<file path="src/rtl/tpu_job_sequencer.sv">
// Job sequencer for the memory-mapped 8x8 TPU: clears C, loads A and B, runs the matmul,
// waits out the run counter and drains C over a valid/ready stream. Sole master of the TPU port.
//
// state | meaning
// IDLE  | waiting for start, TPU port parked at the idle address
// CLRC  | writing zero to the 16 C half-rows
// LDA   | writing 8 A rows from the input stream
// LDB   | shifting 8 B words into memB from the input stream
// MMS   | single matmul start command
// MMW   | waiting MM_WAIT cycles for the TPU run counter
// RDC   | reading 16 C half-rows into the output register
// DONE  | draining the last word, then pulsing done
module tpu_job_sequencer #(
    parameter int DIM     = 8,
    parameter int DATAW   = 64,
    parameter int ADDRW   = 16,
    parameter int MM_WAIT = 32
) (
    input  logic             clk,
    input  logic             rst_n,
    input  logic             i_start,
    input  logic             i_abort,
    output logic             o_busy,
    output logic             o_done,
    input  logic             i_in_valid,
    output logic             o_in_ready,
    input  logic [DATAW-1:0] i_in_data,
    output logic             o_out_valid,
    input  logic             i_out_ready,
    output logic [DATAW-1:0] o_out_data,
    output logic             o_tpu_r_w,
    output logic [ADDRW-1:0] o_tpu_addr,
    output logic [DATAW-1:0] o_tpu_dataIn,
    input  logic [DATAW-1:0] i_tpu_dataOut
);

    localparam logic [2:0] S_IDLE = 3'd0;
    localparam logic [2:0] S_CLRC = 3'd1;
    localparam logic [2:0] S_LDA  = 3'd2;
    localparam logic [2:0] S_LDB  = 3'd3;
    localparam logic [2:0] S_MMS  = 3'd4;
    localparam logic [2:0] S_MMW  = 3'd5;
    localparam logic [2:0] S_RDC  = 3'd6;
    localparam logic [2:0] S_DONE = 3'd7;

    localparam logic [4:0] IDX_LAST_C  = 5'(2 * DIM - 1);
    localparam logic [4:0] IDX_LAST_AB = 5'(DIM - 1);
    localparam logic [4:0] IDX_LAST_W  = 5'(MM_WAIT - 1);

    localparam logic [ADDRW-1:0] A_BASE  = ADDRW'(16'h0100);
    localparam logic [ADDRW-1:0] B_ADDR  = ADDRW'(16'h0200);
    localparam logic [ADDRW-1:0] C_BASE  = ADDRW'(16'h0300);
    localparam logic [ADDRW-1:0] MM_ADDR = ADDRW'(16'h0400);

    logic [2:0]       r_state;
    logic [2:0]       w_next_state;
    logic [4:0]       r_idx;
    logic [4:0]       w_next_idx;
    logic             r_abort_pend;
    logic             r_busy;
    logic             r_done;
    logic             r_in_ready;
    logic             r_out_valid;
    logic [DATAW-1:0] r_out_data;
    logic             w_capture;
    logic             w_abort_kill;
    logic [ADDRW-1:0] w_c_addr;
    logic [ADDRW-1:0] w_a_addr;

    assign w_capture    = (r_state == S_RDC) && (!r_out_valid || i_out_ready);
    // The matmul run counter must never be cut short, so abort is deferred through MMS/MMW.
    assign w_abort_kill = i_abort && (r_state != S_MMS) && (r_state != S_MMW);
    assign w_c_addr     = C_BASE | ADDRW'({r_idx[3:0], 3'b000});
    assign w_a_addr     = A_BASE | ADDRW'({r_idx[2:0], 3'b000});

    always_comb begin
        w_next_state = r_state;
        w_next_idx   = r_idx;
        case (r_state)
            S_IDLE: begin
                if (i_start) begin
                    w_next_state = S_CLRC;
                    w_next_idx   = 5'd0;
                end
            end
            S_CLRC: begin
                if (r_idx == IDX_LAST_C) begin
                    w_next_state = S_LDA;
                    w_next_idx   = 5'd0;
                end else begin
                    w_next_idx = r_idx + 5'd1;
                end
            end
            S_LDA: begin
                if (i_in_valid) begin
                    if (r_idx == IDX_LAST_AB) begin
                        w_next_state = S_LDB;
                        w_next_idx   = 5'd0;
                    end else begin
                        w_next_idx = r_idx + 5'd1;
                    end
                end
            end
            S_LDB: begin
                if (i_in_valid) begin
                    if (r_idx == IDX_LAST_AB) begin
                        w_next_state = S_MMS;
                        w_next_idx   = 5'd0;
                    end else begin
                        w_next_idx = r_idx + 5'd1;
                    end
                end
            end
            S_MMS: begin
                w_next_state = S_MMW;
                w_next_idx   = 5'd0;
            end
            S_MMW: begin
                if (r_idx == IDX_LAST_W) begin
                    w_next_state = (r_abort_pend || i_abort) ? S_IDLE : S_RDC;
                    w_next_idx   = 5'd0;
                end else begin
                    w_next_idx = r_idx + 5'd1;
                end
            end
            S_RDC: begin
                if (w_capture) begin
                    if (r_idx == IDX_LAST_C) begin
                        w_next_state = S_DONE;
                        w_next_idx   = 5'd0;
                    end else begin
                        w_next_idx = r_idx + 5'd1;
                    end
                end
            end
            S_DONE: begin
                if (r_done) begin
                    w_next_state = S_IDLE;
                end
            end
            default: begin
                w_next_state = S_IDLE;
                w_next_idx   = 5'd0;
            end
        endcase
        if (w_abort_kill) begin
            w_next_state = S_IDLE;
            w_next_idx   = 5'd0;
        end
    end

    always_ff @(posedge clk) begin
        if (!rst_n) begin
            r_state      <= S_IDLE;
            r_idx        <= 5'd0;
            r_abort_pend <= 1'b0;
            r_busy       <= 1'b0;
            r_done       <= 1'b0;
            r_in_ready   <= 1'b0;
            r_out_valid  <= 1'b0;
            r_out_data   <= '0;
        end else begin
            r_state    <= w_next_state;
            r_idx      <= w_next_idx;
            r_busy     <= (w_next_state != S_IDLE);
            r_in_ready <= (w_next_state == S_LDA) || (w_next_state == S_LDB);
            r_done     <= (r_state == S_DONE) && !r_done && !i_abort
                          && (!r_out_valid || i_out_ready);

            if ((w_next_state == S_IDLE) || (w_next_state == S_RDC)) begin
                r_abort_pend <= 1'b0;
            end else if (i_abort && ((r_state == S_MMS) || (r_state == S_MMW))) begin
                r_abort_pend <= 1'b1;
            end

            if (w_abort_kill) begin
                r_out_valid <= 1'b0;
            end else if (w_capture) begin
                r_out_data  <= i_tpu_dataOut;
                r_out_valid <= 1'b1;
            end else if (i_out_ready) begin
                r_out_valid <= 1'b0;
            end
        end
    end

    // Any cycle without an active access parks on address 0: 0x2xx shifts B, 0x4xx restarts the run.
    always_comb begin
        o_tpu_r_w    = 1'b0;
        o_tpu_addr   = '0;
        o_tpu_dataIn = '0;
        case (r_state)
            S_CLRC: begin
                o_tpu_r_w  = 1'b1;
                o_tpu_addr = w_c_addr;
            end
            S_LDA: begin
                if (i_in_valid) begin
                    o_tpu_r_w    = 1'b1;
                    o_tpu_addr   = w_a_addr;
                    o_tpu_dataIn = i_in_data;
                end
            end
            S_LDB: begin
                if (i_in_valid) begin
                    o_tpu_r_w    = 1'b1;
                    o_tpu_addr   = B_ADDR;
                    o_tpu_dataIn = i_in_data;
                end
            end
            S_MMS: begin
                o_tpu_r_w  = 1'b1;
                o_tpu_addr = MM_ADDR;
            end
            S_RDC: begin
                o_tpu_addr = w_c_addr;
            end
            default: begin
                o_tpu_r_w = 1'b0;
            end
        endcase
    end

    assign o_busy      = r_busy;
    assign o_done      = r_done;
    assign o_in_ready  = r_in_ready;
    assign o_out_valid = r_out_valid;
    assign o_out_data  = r_out_data;

endmodule

</file>
<file path="config.mk">
export PLATFORM = sky130hd
export DESIGN_NAME = tpu_job_sequencer
export DESIGN_NICKNAME = d
export VERILOG_FILES = /design/src/rtl/tpu_job_sequencer.sv
export SDC_FILE = /design/constraint.sdc
export NUM_CORES = 1
export LEC_CHECK = 0
export ABC_AREA = 1
export CAP_MARGIN = 20
export CORE_MARGIN = 2
export CORE_UTILIZATION = 31
export CTS_CLUSTER_DIAMETER = 60
export CTS_CLUSTER_SIZE = 25
export DETAILED_ROUTE_END_ITERATION = 8
export PLACE_DENSITY_LB_ADDON = 0.25
export SLEW_MARGIN = 15
export SYNTH_ARGS = -nofsm -noshare
export SYNTH_HDL_FRONTEND = slang
export SYNTH_SLANG_ARGS = --single-unit
</file>
<file path="constraint.sdc">
create_clock -name clk -period 1.75 [get_ports clk]
set_clock_uncertainty 0.15 [all_clocks]
set_input_delay 0.525 -clock clk [delete_from_list [all_inputs] [get_ports clk]]
set_output_delay 0.525 -clock clk [all_outputs]
set_load 0.1 [all_outputs]
</file>
* Word-level counts from Yosys, hierarchy flattened
Index checks and enable logic that the tools add are counted.
** Word-level totals
- Register bits after elaboration :: 77
- Input port bits :: 134
- Word-level logic and storage cells :: 85
- Output and inout port bits :: 149
** Operators by class
- Equal/unequal tests :: 18
- Bitwise logic cells :: 2
- Add/sub/neg operators :: 1
- Reduce and logical (&&, ||, !) cells :: 27
- Mux-type cells :: 29
** Operators with widths (count)
- $mux 64 :: 2
- $pmux 11 s4 :: 1
- $mux 3 :: 12
- $mux 5 :: 6
- $pmux 5 s6 :: 1
- $pmux 3 s8 :: 1
- $eq 3x3->1 const B :: 5
- $eq 3x2->1 const B :: 4
- $mux 10 :: 1
- $reduce_or 2->1 :: 5
- $mux 9 :: 1
- $logic_and 1x1->1 :: 7
- $logic_not 3->1 :: 2
- $ne 3x3->1 const B :: 2
- $reduce_bool 6->1 :: 1
- $add 5x1->5 const B :: 1
- $eq 5x3->1 const B :: 1
- $eq 5x4->1 const B :: 1
- $eq 5x5->1 const B :: 1
- $logic_or 1x1->1 :: 5
- $ne 2x2->1 const B :: 2
- $reduce_and 4->1 :: 1
- $eq 3x1->1 const B :: 1
- $logic_not 1->1 :: 3
- 7 further kinds :: 10

* Depth between registers and ports, before layout
- Depth after elaboration :: 9
- Gate-level depth with buffers :: 12

* Least setup slack after synthesis
Ideal clock, no wire load.
- Path type :: reg2out
- Start :: register r_state[1]
- End :: output port o_tpu_addr[3]
- Required time :: 1.075 ns
- Setup slack :: -1.792 ns
- Buffers on the path :: 1
- Stages on the path, launching flop included :: 9
- Data arrival time :: 2.867 ns
- Path through :: dfxtp_1 > buf_6 > inv_2 > nand2_1 > nor2_1 > nor2_1 > nand2_1 > inv_1 > nor2_1
** Between the ends
- Longest elaborated chain between the ends :: 3
- Elaborated cells between the ends (all ways) :: 7
- Those cells by class :: 5 x eq/ne; 1 x mux; 1 x reduce/logical
** Ends and longest elaborated chain
- start, declared :: RTL line 55 : logic [2:0] r_state;
- start signal, assigned :: RTL line 163 : r_state <= w_next_state;
- $eq 3x3->1 or $eq 3x1->1 (tied branches) :: RTL line 192 : case (r_state)
- $reduce_or 2->1 (no source line)
- $pmux 11 s4 (*) :: RTL line 192
- end, declared :: RTL line 32 : output logic [ADDRW-1:0] o_tpu_addr,
Mark *: on every way between the ends. The rest lies on a longest branch, timed or not.

* Final worst setup path
- Start :: register r_state[1]
- End :: output port o_tpu_dataIn[52]
** Between the ends
- Longest elaborated chain between the ends :: 3
- Elaborated cells between the ends (all ways) :: 4
- Those cells by class :: 2 x eq/ne; 1 x mux; 1 x reduce/logical
** Ends and longest elaborated chain
- $eq 3x2->1 :: RTL line 192
- $reduce_or 2->1 (no source line) (*)
- $mux 64 (*)
- end, declared :: RTL line 33 : output logic [DATAW-1:0] o_tpu_dataIn,
Marks and branches as above.

==> flow_summary_export.csv <==
group,metric,value,unit
timing,fmax,429.9,MHz
worst_setup_path,crit_path_frequent_cell,"buf_12",
clock_tree,max-clock-path-buffers,2,
clock_tree,cts_root_buf,"clkbuf_16",
place,dp_cells,1029,
power_and_ir_drop,seq_power_share,40.3,%
yosys,synth_largest_area_cell,"dfxtp_1",
die,die-area,13170,sq um
clock_tree,htreeDepth,3,
finish,fin_cells,1070,
worst_setup_path,worst-path-buf-inv,5,
clock_tree,clkLatencyLatePin,0.33,ns
yosys,synth-edff-count,0,
clock_tree,cts_inserted_buffers,9,
place,portBuffers,273,
power_and_ir_drop,swShare,25.30,%
worst_setup_path,cp.required,1.07,ns
finish,final_util,83.98,%
clock_tree,clk_pin_slew_worst_paths,0.06,ns
yosys,synth_warnings,0,
worst_setup_path,crit_chain,"inv_6 -> nor2_4 -> nand2_2 -> nand2_4 -> buf_12 -> inv_12 -> buf_12 -> nor2_4 -> buf_12",
worst_setup_path,cp-start-kind,"flop",
timing,rsz0062_at_grt,"true",
timing,fin_ws,-0.5762,ns
clock_tree,ctsHoldBuffers,0,
outcome,violations,"setup timing",
timing,drv_slew,0,
die,fp.dieW,114.8,um
yosys,syn_avg_cell_area,6.469,sq um
worst_setup_path,cpLargestDelayFamily,"buffers and inverters",
routing,wirelength,19.27,mm
yosys,synth.top_cell.area_share,40.53,%
finish,fill_cells,624,
power_and_ir_drop,powerDensity,432.8,nW/um^2
worst_setup_path,endpoint_kind,"primary output",
yosys,synth_cell_types,27,
routing,drc,0,
worst_setup_path,crit_path_top_delay_cell,"dfxtp_4",
timing,hold_viol_final,0,
power_and_ir_drop,leakagePower,0.003930,uW
routing,avgRoutedWirePerCell,18.01,um
clock_tree,cts_tree,"done",
grt,grt-ovfl-total,0,
worst_setup_path,critPathArrivalTime,1.65,ns
routing,antenna_left,0,
grt,grtUsageTotal,27.38,%
yosys,synth_area_leaders,"dfxtp_1 (41%), nor2_1 (21%), nand2_1 (9.6%), o21ai_1 (7.9%), buf_6 (2.7%)",
worst_setup_path,crit_fanout,7,
outcome,status,"finished with violations",
finish,syn2layout_area_growth,165.2,%
grt,antenna_found_initial,0,
place,dpl.hpwl,12.83,mm
power_and_ir_drop,clockPowerShare,42.4,%
grt,grt_pass1_wl,28.23,mm
place,place_congestion,0.9027,
yosys,synth_area,3804,sq um
yosys,synthArstFlopShare,0,%
yosys,postSynthCellCount,588,
die,die_h,114.8,um
run,cap_violations,0,
timing,min_period_over_period,132.9,%
die,core_area,12010,sq um
finish,fin_nets,1057,
power_and_ir_drop,combPwrFrac,17.3,%
routing,viasPerCell,4.827,
yosys,synth_seq_area_share,40.53,%
timing,finalSetupViolations,147,
power_and_ir_drop,intPower,3261,uW
die,num_io_pins,283,
finish,antenna_cells,0,
routing,drt_first_iter_violations,306,
timing,finalSetupTns,-57.51,ns
power_and_ir_drop,vdd_ir_drop_max,0.6413,mV
grt,grt_max_degree,59,
yosys,synth_flop_cell,"dfxtp_1",
clock_tree,clock_sinks,77,
yosys,yosysMostFrequentCell,"nor2_1",
routing,drt_first_pass_iters,4,
routing,via_count,5165,
worst_hold_path,hp-class,"reg -> reg",
die,start_util,31.67,%
worst_setup_path,worst_path_largest_cell_delay,0.38,ns
die,num_rows,40,
finish,drive_gt1_share,44.64,%
power_and_ir_drop,p_sw,1105,uW
yosys,ys_top_cells_by_count,"nor2_1 (217), nand2_1 (97), dfxtp_1 (77)",
worst_setup_path,criticalPathCategory,"reg -> out",
yosys,ys_ff_latch,77,
timing,fin_crit,2.326,ns
grt,grt_pass1_vias,5419,
[per-stage QoR]
stage	hold WS [ns]	total power [uW]	instance area, sq um	worst slack, ns
after floorplan	0.3098	2104	4189	-1.314
after global placement	0.3560	2454	8753	-0.3868
after detailed placement	0.3639	2468	8753	-0.4562
after CTS	0.3727	4353	9803	-0.6019
after global routing	0.3914	4514	10090	-0.6401
final	0.3740	4366	10090	-0.5762
[power groups by stage]
stage | Combinational, uW | Clock, uW | Sequential (uW)
2_1_floorplan | 299 | 0 | 1800
3_3_place_gp | 654 | 0 | 1800
3_5_place_dp | 668 | 0 | 1800
4_1_cts | 721 | 1870 | 1760
5_1_grt | 796 | 1960 | 1760
6_report | 757 | 1850 | 1760
[kinds of logic after synthesis]
logic type / synth area share [%]
simple gates: 36.45
compound gates: 10.63
buf+inv: 10.99
flops: 40.53
fa+ha+maj: 1.316
other cells: 0.09859
[state kept, by name, summed over array words and instances, names as in the netlist]
register,flops
o_busy,1
o_done,1
o_in_ready,1
o_out_data,64
o_out_valid,1
r_abort_pend,1
r_idx,5
r_state,3
[final timing paths]
path	end	cells after the start	from	slack, ns
worst max-delay path	o_tpu_dataIn[52]	9	r_state[1]	-0.58
worst min-delay path	o_out_data[18]	2	o_out_data[18]	0.37
worst max register to register	o_out_data[42]	15	r_state[1]	-0.42
worst min register to register	o_out_data[18]	2	o_out_data[18]	0.37
[area by class of cell]
type	instances	area, sq um	area share (%)
Tap cell	147	183.9	1.823
Multi-Input combinational cell	440	2771	27.47
Clock inverter	4	48.80	0.4837
Timing Repair inverter	1	16.27	0.1612
Timing Repair Buffer	357	5111	50.67
Clock buffer	11	242.7	2.406
Sequential cell	77	1554	15.41
Inverter	33	158.9	1.575
[metal layers]
metal  vias up  GRT usage (%)  wire length, um
met4         0          12.05              727
met2       256          51.48            10330
met3        50          11.12             1916
met1      2388          26.16             6297
li1       2471              -                -
met5         -              0                0
[cell usage in the layout, fill, tap and decap left out, drive strengths merged]
master,synthesis,final
nand3,18,18
clkbuf,15,13
inv,32,31
buf,31,222
nand4,3,3
nand2,100,100
conb,1,9
nor2,223,223
ha,4,4
o211ai,1,1
nor4,1,1
o21bai,1,1
clkdlybuf4s50,0,131
bufinv,0,1
dfxtp,77,77
or2,1,1
nor3,2,2
bufbuf,0,2
o21ai,71,71
clkinv,1,4
a21oi,6,6
clkinvlp,0,2
[worst min-delay path: cells and delay by family, from the launching register on]
| family | cells | cell delay [ns] |
|---|---|---|
| AND/OR/NAND/NOR | 2 | 0.15 |
| flip-flops | 1 | 0.33 |
[what timing repair did]
item | 4_1_cts | 5_1_grt
cloned | 6 | 2
setup buffers | 11 | 8
endpoints found under the setup margin | 147 | 147
gates resized for setup | 136 | 52
pin swaps | 15 | 14
(Power assumes the default switching activity.)
